===== src/rtl/bus_pkg.sv =====
// Shared bus definitions: register offsets, responder FSM state codes, transfer direction.
// Imported by the FIFO responder and the memory model on the same processor bus.
// No ports; constants only.
package bus_pkg;

  // Word offsets inside a 4-word peripheral window
  localparam logic [1:0] REG_DATA   = 2'd0;
  localparam logic [1:0] REG_STATUS = 2'd1;
  localparam logic [1:0] REG_CTRL   = 2'd2;
  localparam logic [1:0] REG_CLRERR = 2'd3;

  // Responder FSM state codes
  localparam logic [1:0] IDLE = 2'd0;
  localparam logic [1:0] WAIT = 2'd1;
  localparam logic [1:0] RESP = 2'd2;

  // wr_rd encoding
  localparam logic WR = 1'b1;
  localparam logic RD = 1'b0;

endpackage


===== src/rtl/bus_fifo_responder_if.sv =====
// Processor valid/ready memory bus, one initiator and one responder.
// Signals: addr_i, wdata_i, wr_rd_i, valid_i (initiator -> responder);
//          rdata_o, ready_o (responder -> initiator, ready_o is a one-cycle completion pulse).
interface bus_fifo_responder_if #(
  parameter int ADDR_WIDTH = 10,
  parameter int WIDTH      = 16
);
  logic [ADDR_WIDTH-1:0] addr_i;
  logic [WIDTH-1:0]      wdata_i;
  logic                  wr_rd_i;
  logic                  valid_i;
  logic [WIDTH-1:0]      rdata_o;
  logic                  ready_o;

  modport master (
    output addr_i, wdata_i, wr_rd_i, valid_i,
    input  rdata_o, ready_o
  );

  modport slave (
    input  addr_i, wdata_i, wr_rd_i, valid_i,
    output rdata_o, ready_o
  );
endinterface


===== src/rtl/bus_fifo_responder_sync.sv =====
// Synchronous FIFO with flush; head word is read straight from the storage array.
// Ports: clk/rst, push/push_data, pop, flush -> full, empty, count (0..FIFO_DEPTH), head.
// A pop on empty is ignored; a push on full only lands if a pop happens in the same cycle.
module sync_fifo #(
  parameter int WIDTH      = 16,
  parameter int FIFO_DEPTH = 8,
  parameter int CW         = $clog2(FIFO_DEPTH) + 1
) (
  input  logic             clk,
  input  logic             rst,
  input  logic             push,
  input  logic [WIDTH-1:0] push_data,
  input  logic             pop,
  input  logic             flush,
  output logic             full,
  output logic             empty,
  output logic [CW-1:0]    count,
  output logic [WIDTH-1:0] head
);
  localparam int PW = CW - 1;

  logic [WIDTH-1:0] mem [FIFO_DEPTH];
  logic [PW-1:0]    wr_ptr;
  logic [PW-1:0]    rd_ptr;
  logic             do_push;
  logic             do_pop;

  assign empty = (count == '0);
  assign full  = (count == CW'(FIFO_DEPTH));

  // Flush dominates; a push into a full FIFO is accepted only when a pop frees the slot
  // this same cycle (wr_ptr == rd_ptr then, so the new word becomes the tail).
  assign do_pop  = pop && !empty && !flush;
  assign do_push = push && !flush && (!full || do_pop);

  always_ff @(posedge clk) begin
    if (rst || flush) begin
      wr_ptr <= '0;
      rd_ptr <= '0;
      count  <= '0;
    end else begin
      if (do_push) wr_ptr <= wr_ptr + 1'b1;
      if (do_pop)  rd_ptr <= rd_ptr + 1'b1;
      case ({do_push, do_pop})
        2'b10:   count <= count + 1'b1;
        2'b01:   count <= count - 1'b1;
        default: count <= count;
      endcase
    end
  end

  always_ff @(posedge clk) begin
    if (do_push) mem[wr_ptr] <= push_data;
  end

  assign head = mem[rd_ptr];
endmodule


===== src/rtl/bus_fifo_responder.sv =====
// Memory-mapped FIFO peripheral on the valid/ready processor bus (4 words at BASE_ADDR),
// ready_o pulses WAIT_STATES+1 cycles after valid_i is sampled; side effects commit on that edge.
// Ports: clk_i/rst_i, bus (slave modport), pop_data_o/pop_valid_o/pop_i consumer port, irq_o.
module bus_fifo_responder
  import bus_pkg::*;
#(
  parameter int DEPTH       = 1024,
  parameter int WIDTH       = 16,
  parameter int FIFO_DEPTH  = 8,
  parameter int BASE_ADDR   = 'h3F0,
  parameter int WAIT_STATES = 2
) (
  input  logic             clk_i,
  input  logic             rst_i,
  bus_fifo_responder_if.slave bus,
  output logic [WIDTH-1:0] pop_data_o,
  output logic             pop_valid_o,
  input  logic             pop_i,
  output logic             irq_o
);
  localparam int ADDR_WIDTH = $clog2(DEPTH);
  localparam int CW         = $clog2(FIFO_DEPTH) + 1;
  localparam logic [ADDR_WIDTH-1:0] BASE = ADDR_WIDTH'(BASE_ADDR);
  localparam logic [3:0] WS_LAST = (WAIT_STATES > 0) ? 4'(WAIT_STATES - 1) : 4'd0;

  logic [1:0]            state;
  logic [3:0]            wait_cnt;
  logic [ADDR_WIDTH-1:0] lat_addr;
  logic [WIDTH-1:0]      lat_wdata;
  logic                  lat_wr;

  logic [CW-1:0]    threshold;
  logic             ovf;
  logic             full;
  logic             empty;
  logic [CW-1:0]    count;
  logic [WIDTH-1:0] head;

  logic             commit;
  logic             hit;
  logic [1:0]       off;
  logic             wr_commit;
  logic             push;
  logic             flush;
  logic [WIDTH-1:0] rd_mux;

  // Bus FSM: the request is latched in IDLE so the initiator's later changes are irrelevant.
  always_ff @(posedge clk_i) begin
    if (rst_i) begin
      state     <= IDLE;
      wait_cnt  <= '0;
      lat_addr  <= '0;
      lat_wdata <= '0;
      lat_wr    <= RD;
    end else begin
      case (state)
        IDLE: begin
          if (bus.valid_i) begin
            lat_addr  <= bus.addr_i;
            lat_wdata <= bus.wdata_i;
            lat_wr    <= bus.wr_rd_i;
            wait_cnt  <= '0;
            state     <= (WAIT_STATES > 0) ? WAIT : RESP;
          end
        end
        WAIT: begin
          if (wait_cnt == WS_LAST) state <= RESP;
          else                     wait_cnt <= wait_cnt + 1'b1;
        end
        RESP:    state <= IDLE;
        default: state <= IDLE;
      endcase
    end
  end

  // Decode of the latched request; unmapped addresses complete with no effect.
  assign commit    = (state == RESP);
  assign hit       = (lat_addr[ADDR_WIDTH-1:2] == BASE[ADDR_WIDTH-1:2]);
  assign off       = lat_addr[1:0];
  assign wr_commit = commit && (lat_wr == WR) && hit;
  assign push      = wr_commit && (off == REG_DATA);
  assign flush     = wr_commit && (off == REG_CTRL) && lat_wdata[0];

  always_ff @(posedge clk_i) begin
    if (rst_i) begin
      threshold <= '0;
      ovf       <= 1'b0;
    end else begin
      if (wr_commit && (off == REG_CTRL)) threshold <= lat_wdata[CW+3:4];
      // full implies non-empty, so pop_i here is always an effective pop
      if (wr_commit && (off == REG_CLRERR)) ovf <= 1'b0;
      else if (push && full && !pop_i)      ovf <= 1'b1;
    end
  end

  sync_fifo #(
    .WIDTH      (WIDTH),
    .FIFO_DEPTH (FIFO_DEPTH),
    .CW         (CW)
  ) u_fifo (
    .clk       (clk_i),
    .rst       (rst_i),
    .push      (push),
    .push_data (lat_wdata),
    .pop       (pop_i),
    .flush     (flush),
    .full      (full),
    .empty     (empty),
    .count     (count),
    .head      (head)
  );

  // Read mux sees pre-edge state during RESP, so STATUS reflects the FIFO before commit.
  always_comb begin
    rd_mux = '0;
    if (hit) begin
      case (off)
        REG_DATA:   rd_mux = empty ? '0 : head;
        REG_STATUS: rd_mux[CW+2:0] = {count, ovf, full, empty};
        REG_CTRL:   rd_mux[CW+3:4] = threshold;
        default:    rd_mux = '0;
      endcase
    end
  end

  assign bus.ready_o = commit;
  assign bus.rdata_o = (commit && (lat_wr == RD)) ? rd_mux : '0;

  assign pop_valid_o = !empty;
  assign pop_data_o  = empty ? '0 : head;
  assign irq_o       = (threshold != '0) && (count >= threshold);
endmodule


===== src/flat_wrapper.sv =====
// flat-port wrapper written by rule: the top's interface ports become plain ports
module bus_fifo_responder_flat import bus_pkg::*;
#(
  parameter int DEPTH       = 1024,
  parameter int WIDTH       = 16,
  parameter int FIFO_DEPTH  = 8,
  parameter int BASE_ADDR   = 'h3F0,
  parameter int WAIT_STATES = 2
)
  (clk_i, rst_i, pop_data_o, pop_valid_o, pop_i, irq_o, bus_addr_i, bus_wdata_i, bus_wr_rd_i, bus_valid_i, bus_rdata_o, bus_ready_o);
  bus_fifo_responder_if #(.ADDR_WIDTH(10), .WIDTH(WIDTH)) bus_i ();
  input  logic clk_i;
  input  logic rst_i;
  output logic [WIDTH-1:0] pop_data_o;
  output logic pop_valid_o;
  input  logic pop_i;
  output logic irq_o;
  input wire logic [$bits(bus_i.addr_i)-1:0] bus_addr_i;
  input wire logic [$bits(bus_i.wdata_i)-1:0] bus_wdata_i;
  input wire logic [$bits(bus_i.wr_rd_i)-1:0] bus_wr_rd_i;
  input wire logic [$bits(bus_i.valid_i)-1:0] bus_valid_i;
  output wire logic [$bits(bus_i.rdata_o)-1:0] bus_rdata_o;
  output wire logic [$bits(bus_i.ready_o)-1:0] bus_ready_o;
  assign bus_i.addr_i = bus_addr_i;
  assign bus_i.wdata_i = bus_wdata_i;
  assign bus_i.wr_rd_i = bus_wr_rd_i;
  assign bus_i.valid_i = bus_valid_i;
  assign bus_rdata_o = bus_i.rdata_o;
  assign bus_ready_o = bus_i.ready_o;
  bus_fifo_responder #(.DEPTH(DEPTH), .WIDTH(WIDTH), .FIFO_DEPTH(FIFO_DEPTH), .BASE_ADDR(BASE_ADDR), .WAIT_STATES(WAIT_STATES)) u_core (.clk_i(clk_i), .rst_i(rst_i), .bus(bus_i), .pop_data_o(pop_data_o), .pop_valid_o(pop_valid_o), .pop_i(pop_i), .irq_o(irq_o));
endmodule

===== config.mk =====
export PLATFORM = sky130hd
export DESIGN_NAME = bus_fifo_responder_flat
export DESIGN_NICKNAME = d
export VERILOG_FILES = /design/src/rtl/bus_pkg.sv /design/src/rtl/bus_fifo_responder_if.sv /design/src/rtl/bus_fifo_responder_sync.sv /design/src/rtl/bus_fifo_responder.sv /design/src/flat_wrapper.sv
export SDC_FILE = /design/constraint.sdc
export NUM_CORES = 1
export LEC_CHECK = 0
export ABC_CLOCK_PERIOD_IN_PS = 4300
export CORE_MARGIN = 5
export CORE_UTILIZATION = 34
export CTS_CLUSTER_DIAMETER = 100
export DETAILED_ROUTE_END_ITERATION = 16
export DONT_BUFFER_PORTS = 1
export GPL_TIMING_DRIVEN = 0
export PLACE_DENSITY = 0.46
export SLEW_MARGIN = 20
export SYNTH_ARGS = -nofsm -noshare
export SYNTH_HDL_FRONTEND = slang
export SYNTH_SLANG_ARGS = --single-unit

===== constraint.sdc =====
create_clock -name clk_i -period 4.3 [get_ports clk_i]
set_input_delay 1.075 -clock clk_i [delete_from_list [all_inputs] [get_ports clk_i]]
set_output_delay 1.075 -clock clk_i [all_outputs]
set_load 0.005 [all_outputs]

==> out/results.ini <==
[die]
core_mm2 = 0.0212
dieWidth_um = 157
die_h_um = 157
rows = 53
start_util_pct = 34.7
top_level_ports = 66
die_area_mm2 = 0.0246

[drt]
routedWlPerCell_um = 21.1
drtIter0Drc = 317
vias_per_cell = 5.06
drc_errors = 0
final_antenna_net_count = 0
wirelength_um = 17900
drt_pass1_iterations = 5
vias = 4292

[sta]
grt_setup_unrepaired = false
post-route-period-util_pct = 96.5
fin_crit_ns = 4.15
finClkSkew_ns = 0.00646
setup_violations = 0
worstMarginPinSlew_ns = 0.791
finalHoldViolCount = 0
slew-limit-headroom_pct = 47.3
setup_ws_ns = 0.150
maxSlewViolCount = 0
fmax_ghz = 0.241

[clock_tree]
clk_latency_ns = 0.42
post_cts_buffers = 0
holdBufCountCts = 0
cts-buffers-inserted = 17
cts_sinks = 179
htreeDepth = 4
cts_root_buffer = clkbuf_16
ctsResizeCount = 0
cts_buffer_depth = 2
cts_tree = built
cts.reportedPaths.clkPinSlew_ns = 0.06

[pwr]
p_leak_uw = 0.00272
sequentialPowerShare_pct = 46.3
p_sw_share_pct = 26.7
intPower_uw = 3070
p_per_area_mw_per_mm2 = 498
peakVddDrop_v = 0.000328
power_uw = 4190
p_comb_share_pct = 16.8
p_switching_uw = 1120
pwr-share-clk_pct = 36.9

[final_layout]
syn_to_final_growth_pct = 14.8
regArea_mm2 = 0.00486
fill_cells = 2006
insertedDiodeCount = 0
multi_input_area_mm2 = 0.00236
nets = 602
layout-drive-gt1-share_pct = 16.2
final_common_cell = edfxtp_1
final_cell_mix = 128 x edfxtp_1, 78 x nand2_1, 53 x a21oi_1

[logic_synthesis]
syn_inst = 530
synth.distinct_cells = 41
synth_area_mm2 = 0.00733
ys_warn_count = 0
yosys-top-cells-area = edfxtp_1 52%, dfxtp_1 14%, mux4_2 9.8%
async_reset_ff_share_pct = 0
synth_top_area_share_pct = 52.4
ys.flop_type = edfxtp_1
synth-seq-cells = 179
synth_largest_area_cell = edfxtp_1
avgSynthCellArea_um2 = 13.8
synth_edf_count = 128
ys_seq_area_share_pct = 66.3
syn_nets = 572

[worst_setup_path]
rr_worst_depth = 7
critical_path_class = reg -> out
critPathMaxFanout = 10
reg2reg_from = u_core.lat_wr
critPathArrivalTime_ns = 3.07
reg2reg_setup_slack_ns = 1.39
worstPathRequired_ns = 3.22
critPathLaunchType = flip-flop
rr_endpoint = u_core.u_fifo.mem[4][5]
endpoint_kind = output port

[placed_design]
place_hpwl_um = 12600
dp_slack_ns = 0.544
io_buffer_count = 0
gp_congestion = 0.785

[global_routing]
grt_pass1_wl_um = 27000
grt_pass1_vias = 4317
overflow = 0
grt_start_max_net_pins = 17
antenna_found_initial = 0
track_usage_pct = 15.1

[min_path]
min_from = u_core.lat_addr[2]
whs_path_depth = 2
hold_end = u_core.lat_addr[2]
hold_path_class = reg -> reg

[outcome]
status = completed

[flow_run]
drv_cap = 0

## sequential cells by signal, indices dropped and copies added (netlist names), named ones only
register and cells:
u_core.u_fifo.rd_ptr 3, u_core.u_fifo.mem 128, u_core.u_fifo.wr_ptr 3, u_core.wait_cnt 4
u_core.threshold 4, u_core.u_fifo.count 4, u_core.lat_wdata 16, u_core.ovf 1
u_core.lat_addr 10, u_core.state 2, u_core.lat_wr 1
## critical path: stages, from the launching register on
cell and delay (ns):
dfxtp_1 0.43, buf_1 0.63, buf_2 0.42, mux4_2 0.37
mux2i_1 0.38, nor3_1 0.08, a21oi_1 0.23, nor2_1 0.09
## power groups by stage
stage | logic (uW) | registers (uW) | clock network [uW]
CTS | 716 | 1940 | 1580
floorplan | 533 | 1960 | 0
finish | 704 | 1940 | 1550
detailed placement | 714 | 1980 | 0
global placement | 708 | 1970 | 0
global route | 771 | 1950 | 1650
## synth_stat cells (all sizes together), types with 2 or more instances
cell type,number
nand3,9
nor3b,9
mux2i,12
nor2b,6
edfxtp,128
nand4,2
dfxtp,51
nor2,35
inv,9
a21o,7
clkbuf,16
nor4,3
nand2,78
nand2b,14
or3,3
a21oi,53
buf,13
a221oi,3
xor2,3
and2,2
nor3,15
and3,2
ha,10
and4,2
xnor2,3
mux4,32
## layout make-up
cell class              count  share of cell area [%]
flip-flops and latches    179                    57.8
clock inverters            11                    1.50
multi-input cells         313                    28.0
inverters                   9                   0.401
plain buffers              29                    1.47
repair buffers             11                    1.25
well taps                 275                    4.09
clock buffers              21                    5.47
## how the worst max path moves through the flow
| stage | depth (start not counted) | slack (ns) | endpoint | from |
|---|---|---|---|---|
| final | 7 | 0.15 | bus_rdata_o[3] | flip-flop |
| after global routing | 7 | 0.02 | bus_rdata_o[3] | flip-flop |
| after CTS | 7 | 0.08 | bus_rdata_o[3] | flip-flop |
| after detailed placement | 7 | 0.54 | bus_rdata_o[3] | flip-flop |
| after global placement | 3 | -1.01 | u_core.u_fifo.mem[0][14] | pop_i |
| after floorplan | 3 | 0.76 | u_core.u_fifo.mem[0][0] | pop_i |
## per-layer routing
metal / wire length (um) / global-route usage (%) / vias up
li1: - / - / 2027
met1: 7950 / 20.3 / 2157
met2: 8960 / 24.7 / 89
met3: 677 / 2.90 / 19
met4: 268 / 4.79 / 0
met5: 0 / 0 / -
## cells by family (layout without fill, tap and decap cells)
family	after synthesis	in the layout	synth area share, %
mux	45	45	11.6
buf+inv	38	81	2.15
compound gates	67	67	5.15
xor+xnor	6	6	0.717
simple gates	184	184	12.0
flops	179	179	66.3
fa+ha+maj	11	11	1.98
## through the flow
step | area, um2 | instances | util (%) | TNS [ns] | hold WS [ns]
finish | 8420 | 848 | 39.8 | 0 | 0.454
global route | 8420 | 848 | 39.8 | 0 | 0.474
CTS | 8420 | 848 | 39.8 | 0 | 0.453
detailed placement | 7830 | 816 | 37.0 | 0 | 0.444
global placement | 7680 | 805 | 36.3 | -27.65 | 0.439
floorplan | 7330 | 530 | - | 0 | 0.432
No activity file was read; power rests on OpenSTA's default activity.
